## config.mk

```make
export PLATFORM = sky130hd
export DESIGN_NAME = bus_rr_arbiter
export DESIGN_NICKNAME = d
export VERILOG_FILES = /design/src/rtl/bus_rr_arbiter_pkg.sv /design/src/rtl/bus_rr_arbiter_pick.sv /design/src/rtl/bus_rr_arbiter.sv
export SDC_FILE = /design/constraint.sdc
export NUM_CORES = 1
export LEC_CHECK = 0
export CAP_MARGIN = 15
export CORE_ASPECT_RATIO = 1.1
export CORE_MARGIN = 3
export CORE_UTILIZATION = 42
export DETAILED_ROUTE_END_ITERATION = 10
export HOLD_SLACK_MARGIN = 0.1
export PLACE_DENSITY_LB_ADDON = 0.08
export SETUP_SLACK_MARGIN = 0.1
export SLEW_MARGIN = 20
export SYNTH_ARGS = -nofsm -noshare
export SYNTH_HDL_FRONTEND = slang
export SYNTH_SLANG_ARGS = --single-unit
```

## constraint.sdc

```tcl
create_clock -name bus_clk -period 2 [get_ports bus_clk]
set_input_delay 0.3 -clock bus_clk [delete_from_list [all_inputs] [get_ports bus_clk]]
set_output_delay 0.3 -clock bus_clk [all_outputs]
set_load 0.01 [all_outputs]
```

## src/rtl/bus_rr_arbiter_pkg.sv

```systemverilog
// bus_pkg: shared types and limits for the az bus round-robin arbiter.
//   bus_arb_state_t  - arbiter FSM encoding (IDLE, GRANT, BUSY, RELEASE)
//   BUS_MAX_MASTERS  - largest supported master count
package bus_pkg;

  localparam int unsigned BUS_MAX_MASTERS = 8;

  typedef enum logic [1:0] {
    IDLE    = 2'd0,
    GRANT   = 2'd1,
    BUSY    = 2'd2,
    RELEASE = 2'd3
  } bus_arb_state_t;

endpackage

```

## src/rtl/bus_rr_arbiter_pick.sv

```systemverilog
// bus_rr_pick: combinational round-robin selector.
//   req_i    - active-high request vector
//   ptr_i    - index with highest priority this cycle
//   valid_o  - any request present
//   idx_o    - first requesting index at or after ptr_i, wrapping to 0
module bus_rr_pick
  import bus_pkg::*;
#(
  parameter  int unsigned NUM_MASTERS = 4,
  localparam int unsigned IDX_W       = $clog2(NUM_MASTERS)
) (
  input  logic [NUM_MASTERS-1:0] req_i,
  input  logic [IDX_W-1:0]       ptr_i,
  output logic                   valid_o,
  output logic [IDX_W-1:0]       idx_o
);

  logic [IDX_W-1:0] cand;

  always_comb begin
    valid_o = 1'b0;
    idx_o   = '0;
    cand    = '0;
    for (int unsigned k = 0; k < NUM_MASTERS; k++) begin
      cand = IDX_W'((32'(ptr_i) + k) % NUM_MASTERS);
      if (!valid_o && req_i[cand]) begin
        valid_o = 1'b1;
        idx_o   = cand;
      end
    end
  end

endmodule

```

## src/rtl/bus_rr_arbiter.sv

```systemverilog
// bus_rr_arbiter: round-robin bus-ownership controller for the shared az bus.
// One master owns the bus at a time; ownership spans whole transfers and every
// handover passes through a single all-grants-high RELEASE cycle.
// Optional watchdog: define BUS_RR_TIMEOUT_EN to force-release a BUSY bus after
// TIMEOUT_CYCLES cycles without m_rdy.
//   bus_clk      - bus clock
//   bus_rstn     - asynchronous active-low reset
//   m_reqn       - per-master request, active-low
//   s_asn        - address strobe from current owner, active-low
//   m_rdy        - slave ready, active-high
//   m_grntn      - per-master grant, active-low, registered, one-hot-low
//   bus_owner    - index of current/last owner
//   bus_idle     - FSM is in IDLE
//   err_timeout  - one-cycle watchdog release pulse (0 without the watchdog)
module bus_rr_arbiter
  import bus_pkg::*;
#(
  parameter  int unsigned NUM_MASTERS    = 4,
  parameter  int unsigned TIMEOUT_CYCLES = 64,
  localparam int unsigned OWN_W          = $clog2(NUM_MASTERS)
) (
  input  logic                   bus_clk,
  input  logic                   bus_rstn,
  input  logic [NUM_MASTERS-1:0] m_reqn,
  input  logic                   s_asn,
  input  logic                   m_rdy,
  output logic [NUM_MASTERS-1:0] m_grntn,
  output logic [OWN_W-1:0]       bus_owner,
  output logic                   bus_idle,
  output logic                   err_timeout
);

  if (NUM_MASTERS < 2 || NUM_MASTERS > BUS_MAX_MASTERS || TIMEOUT_CYCLES < 2) begin : g_param_check
    $error("bus_rr_arbiter: parameter out of range");
  end

  bus_arb_state_t         state_q, state_d;
  logic [OWN_W-1:0]       owner_q, owner_d;
  logic [OWN_W-1:0]       ptr_q, ptr_d;
  logic [NUM_MASTERS-1:0] grntn_q, grntn_d;
  logic                   pick_valid;
  logic [OWN_W-1:0]       pick_idx;
  logic [OWN_W-1:0]       owner_inc;
  logic                   xfer_done;
  logic                   wd_hit;

  bus_rr_pick #(
    .NUM_MASTERS (NUM_MASTERS)
  ) u_pick (
    .req_i   (~m_reqn),
    .ptr_i   (ptr_q),
    .valid_o (pick_valid),
    .idx_o   (pick_idx)
  );

  assign xfer_done = !s_asn && m_rdy;
  assign owner_inc = (owner_q == OWN_W'(NUM_MASTERS - 1)) ? '0 : owner_q + 1'b1;

`ifdef BUS_RR_TIMEOUT_EN
  localparam int unsigned WD_W = $clog2(TIMEOUT_CYCLES);

  logic [WD_W-1:0] wd_cnt_q, wd_cnt_d;

  // Any non-BUSY cycle clears the count, so each BUSY entry starts from zero.
  always_comb begin
    wd_cnt_d = '0;
    if (state_q == BUSY) begin
      wd_cnt_d = m_rdy ? wd_cnt_q : wd_cnt_q + 1'b1;
    end
  end

  always_ff @(posedge bus_clk or negedge bus_rstn) begin
    if (!bus_rstn) begin
      wd_cnt_q <= '0;
    end else begin
      wd_cnt_q <= wd_cnt_d;
    end
  end

  // Fires on the TIMEOUT_CYCLES-th stalled BUSY cycle; m_rdy that cycle suppresses it.
  assign wd_hit = (state_q == BUSY) && !m_rdy && (wd_cnt_q == WD_W'(TIMEOUT_CYCLES - 1));
`else
  assign wd_hit = 1'b0;
`endif

  // State register
  always_ff @(posedge bus_clk or negedge bus_rstn) begin
    if (!bus_rstn) begin
      state_q <= IDLE;
      owner_q <= '0;
      ptr_q   <= '0;
      grntn_q <= '1;
    end else begin
      state_q <= state_d;
      owner_q <= owner_d;
      ptr_q   <= ptr_d;
      grntn_q <= grntn_d;
    end
  end

  // Next-state logic
  always_comb begin
    state_d = state_q;
    owner_d = owner_q;
    ptr_d   = ptr_q;
    unique case (state_q)
      IDLE: begin
        if (pick_valid) begin
          state_d = GRANT;
          owner_d = pick_idx;
        end
      end
      GRANT: begin
        if (!s_asn) begin
          state_d = BUSY;
        end else if (m_reqn[owner_q]) begin
          state_d = RELEASE;
        end
      end
      BUSY: begin
        if (xfer_done) begin
          state_d = m_reqn[owner_q] ? RELEASE : GRANT;
        end else if (wd_hit) begin
          state_d = RELEASE;
        end
      end
      RELEASE: begin
        // Pointer already advanced on entry, so this pick sees the new priority.
        if (pick_valid) begin
          state_d = GRANT;
          owner_d = pick_idx;
        end else begin
          state_d = IDLE;
        end
      end
      default: state_d = IDLE;
    endcase
    if ((state_q == GRANT || state_q == BUSY) && state_d == RELEASE) begin
      ptr_d = owner_inc;
    end
  end

  // Output logic: grant decoded from next state so it registers alongside it.
  always_comb begin
    grntn_d = '1;
    if (state_d == GRANT || state_d == BUSY) begin
      grntn_d[owner_d] = 1'b0;
    end
  end

  assign m_grntn     = grntn_q;
  assign bus_owner   = owner_q;
  assign bus_idle    = (state_q == IDLE);
  assign err_timeout = wd_hit;

endmodule

```

==> run metrics <==
highest clock rate=0.4691 GHz; Adder-Cell Fraction of Synth Area=a little under an eighth; syn_nets=80; Setup WS post-layout=-0.1319 ns; Yosys warnings=0; reg2reg path depth=8; syn avg cell area=between 9 and 10 sq um; total of max-cap violations=0; total power draw=approximately 1.5 mW; Distinct cells, synth=29; Yosys top cell area share=between 20% and 30%; TritonCTS clock tree=done; Initial DRC Count=5; Synth async-reset ratio=100.0%; period utilisation layout=106.6%; Chip Height=47.48 microns; CTS Hold Bufs=0; num rows=14; slowest CP cell=mux4_2; largest net degree at the start of global routing=11; CP Data Arrival Time=about 2.3 ns; Mapped Area=~660 sq um; layout cells sized above 1=a little under a third; initial antenna violation count=0; Avg WL per Cell=12.77 microns; critical path launch point type=flop; Worst Path Class, Setup=reg -> reg; leakage power=roughly 0.42 nW; most used cell, CP=nor2_1; largest family of logic cells by synthesized area=simple AND/OR/NAND/NOR gates; Worst Setup End Kind=flop; Clock Sinks=10; critical path peak fanout=3; clk buf depth=2; synth-to-layout area growth=41.52%; depth of the CTS H-tree=1; Die Wd=between 40 and 50 microns; DR pass1 iterations=4; gr usage total=15.03%; status=finished, violations left; RSZ-0062 raised after global routing=yes; DIE AREA=2075 sq um; Top FF cell, synth=dfrtp_1; Clock Skews=between 0.007 and 0.008 ns; post-synthesis mux area share=approximately 5.7%; Ports=16; endpoints failing hold=0; crit-path max cell delay=approximately 0.56 ns; via count=580; Worst EP required=between 2 and 2.5 ns; vias in the first global route=between 500 and 600; total grt overflow=0; PwrDens=~1600 nW/um^2; routed wire length=~1.4 mm; worst reg-to-reg setup slack=-0.13 ns; Post-Synth Simple-Gate Area=19.62%; first-pass GRT wire length=approximately 2.2 mm; mean number of vias per cell=about 5.3; IO Port Bufs=14; ANT nets after route=0; max-slew violation total from the final report=0; XOR/XNOR Fraction of Synth Area=0%; final cell count without fillers=110; worst r2r src=bus_owner[1]; Post-Syn Instances=66; Clk Latency, worst-skew pair=0.26 ns; top cells by count, synth=dfrtp_1, ha_1, inv_1; post-synthesis compound-gate area fraction=between 10% and 20%; Final HPWL DP=1.125 mm; EDFF count, synth=0; clock period minus worst slack=approximately 2.1 ns; CP Cell Sequence=mux4_2, nor3b_2, nor2_1, a21oi_1, nor2_1, ha_1, inv_2, or3_1; failing checks=negative setup slack; CTS Buf Count=3; Peak VDD IR=0.0009591 V; #FFs+latches synth=10; Layout Nets=between 100 and 150; drt drc=0; Core Box Area=1419 sq um; placed insts=105; Root Driver=clkbuf_4; post-synth top area cell=dfrtp_1; Initial Utilization=between 40% and 50%; # diodes=0; Clock transition at path regs=0.06 ns; Final GP Congestion=0.7669; end of the worst register-to-register path=m_grntn[0]; Seq/Total Area, Yosys=38.86%; Setup violations, final=5; most area-consuming cells after synthesis=dfrtp_1, dfstp_2, ha_1; worst min path class=in -> async
[worst max-delay path by stage]
stage,startpoint,to
after global routing,bus_owner[1],m_grntn[1]
after detailed placement,m_reqn[0],m_grntn[1]
after CTS,bus_owner[1],m_grntn[2]
final,bus_owner[1],m_grntn[0]
after floorplan,bus_owner[1],m_grntn[1]
after global placement,m_reqn[0],m_grntn[0]
[sequential cells by signal (all words and copies together) (netlist names)]
| signal | flops |
|---|---|
| bus_owner | 2 |
| ptr_q | 2 |
| state_q | 2 |
| m_grntn | 4 |
[worst max-delay path, delay by kind of cell (launching register included)]
family	cells	cell delay (ns)
fa+ha+maj	1	0.30
mux	1	0.56
flops	1	0.37
buf+inv	1	0.04
simple gates	4	0.67
compound gates	1	0.11
[layer usage]
metal	global-route usage [%]	routed length, microns	vias to the layer above
met5	0	0	-
met4	1.807	0	0
met3	6.015	77	0
met2	25.58	665	12
met1	18.69	662	271
li1	-	-	297
[stage by stage]
step           setup WS (ns)  TNS, ns  utilization [%]  area [sq um]  hold WS [ns]
2_1_floorplan        -0.1107  -0.3791                -         658.1      0.004409
3_3_place_gp         -0.4506   -1.983            62.43         885.9        0.5742
3_5_place_dp         -0.5028   -2.342            62.43         885.9        0.6036
4_1_cts              -0.1636  -0.5815            64.64         917.1        0.3487
5_1_grt              -0.2822   -1.336            65.52         929.6        0.3651
6_report             -0.1319  -0.4203            65.52         929.6        0.3439
[power breakdown]
part           switching (mW)  internal, mW  leakage, nW  total [mW]
Sequential             0.0749         0.308        0.114       0.383
Clock                  0.0601        0.0690       0.0138       0.129
Combinational           0.450         0.547        0.292       0.997
[layout by cell type (no fill, tap or decap), drive strengths merged]
cell type,count
clkbuf,3
nor3b,2
a31oi,1
or2,1
mux4,1
or3b,2
a22o,1
o21ai,5
dlygate4sd2,5
o31ai,2
nand3b,1
or3,1
o211ai,1
clkdlybuf4s50,9
dfstp,4
nand2,4
o22ai,2
mux2,1
ha,6
a21boi,1
nor2,5
buf,12
o221ai,1
conb,1
dfrtp,6
nor2b,3
nand3,2
and4,1
a21oi,4
inv,6
[cell families (layout without fill, tap and decap cells)]
| family | after synthesis | after routing |
|---|---|---|
| AND/OR/NAND/NOR | 22 | 22 |
| AO/OA/AOI/OAI | 18 | 18 |
| flip-flops | 10 | 10 |
| buffers and inverters | 7 | 35 |
| adder cells (fa/ha/maj) | 6 | 6 |
| multiplexers | 2 | 2 |
| other | 1 | 1 |
[final cells by class]
type	instances	area [sq um]
sequential	10	255.2
multi-input combinational	49	385.4
tap	16	20.02
clock buffer	3	22.52
timing repair buffer	26	224.0
inverter	6	22.52
fill	125	489.2
[timing repair]
| item | 4_1_cts | 5_1_grt |
|---|---|---|
| endpoints found under the hold margin | 0 | 0 |
| pin swaps | 6 | 6 |
| endpoints found under the setup margin | 6 | 6 |
| setup buffers | 1 | 1 |
| gates resized for setup | 8 | 1 |
(Power assumes the default switching activity.)
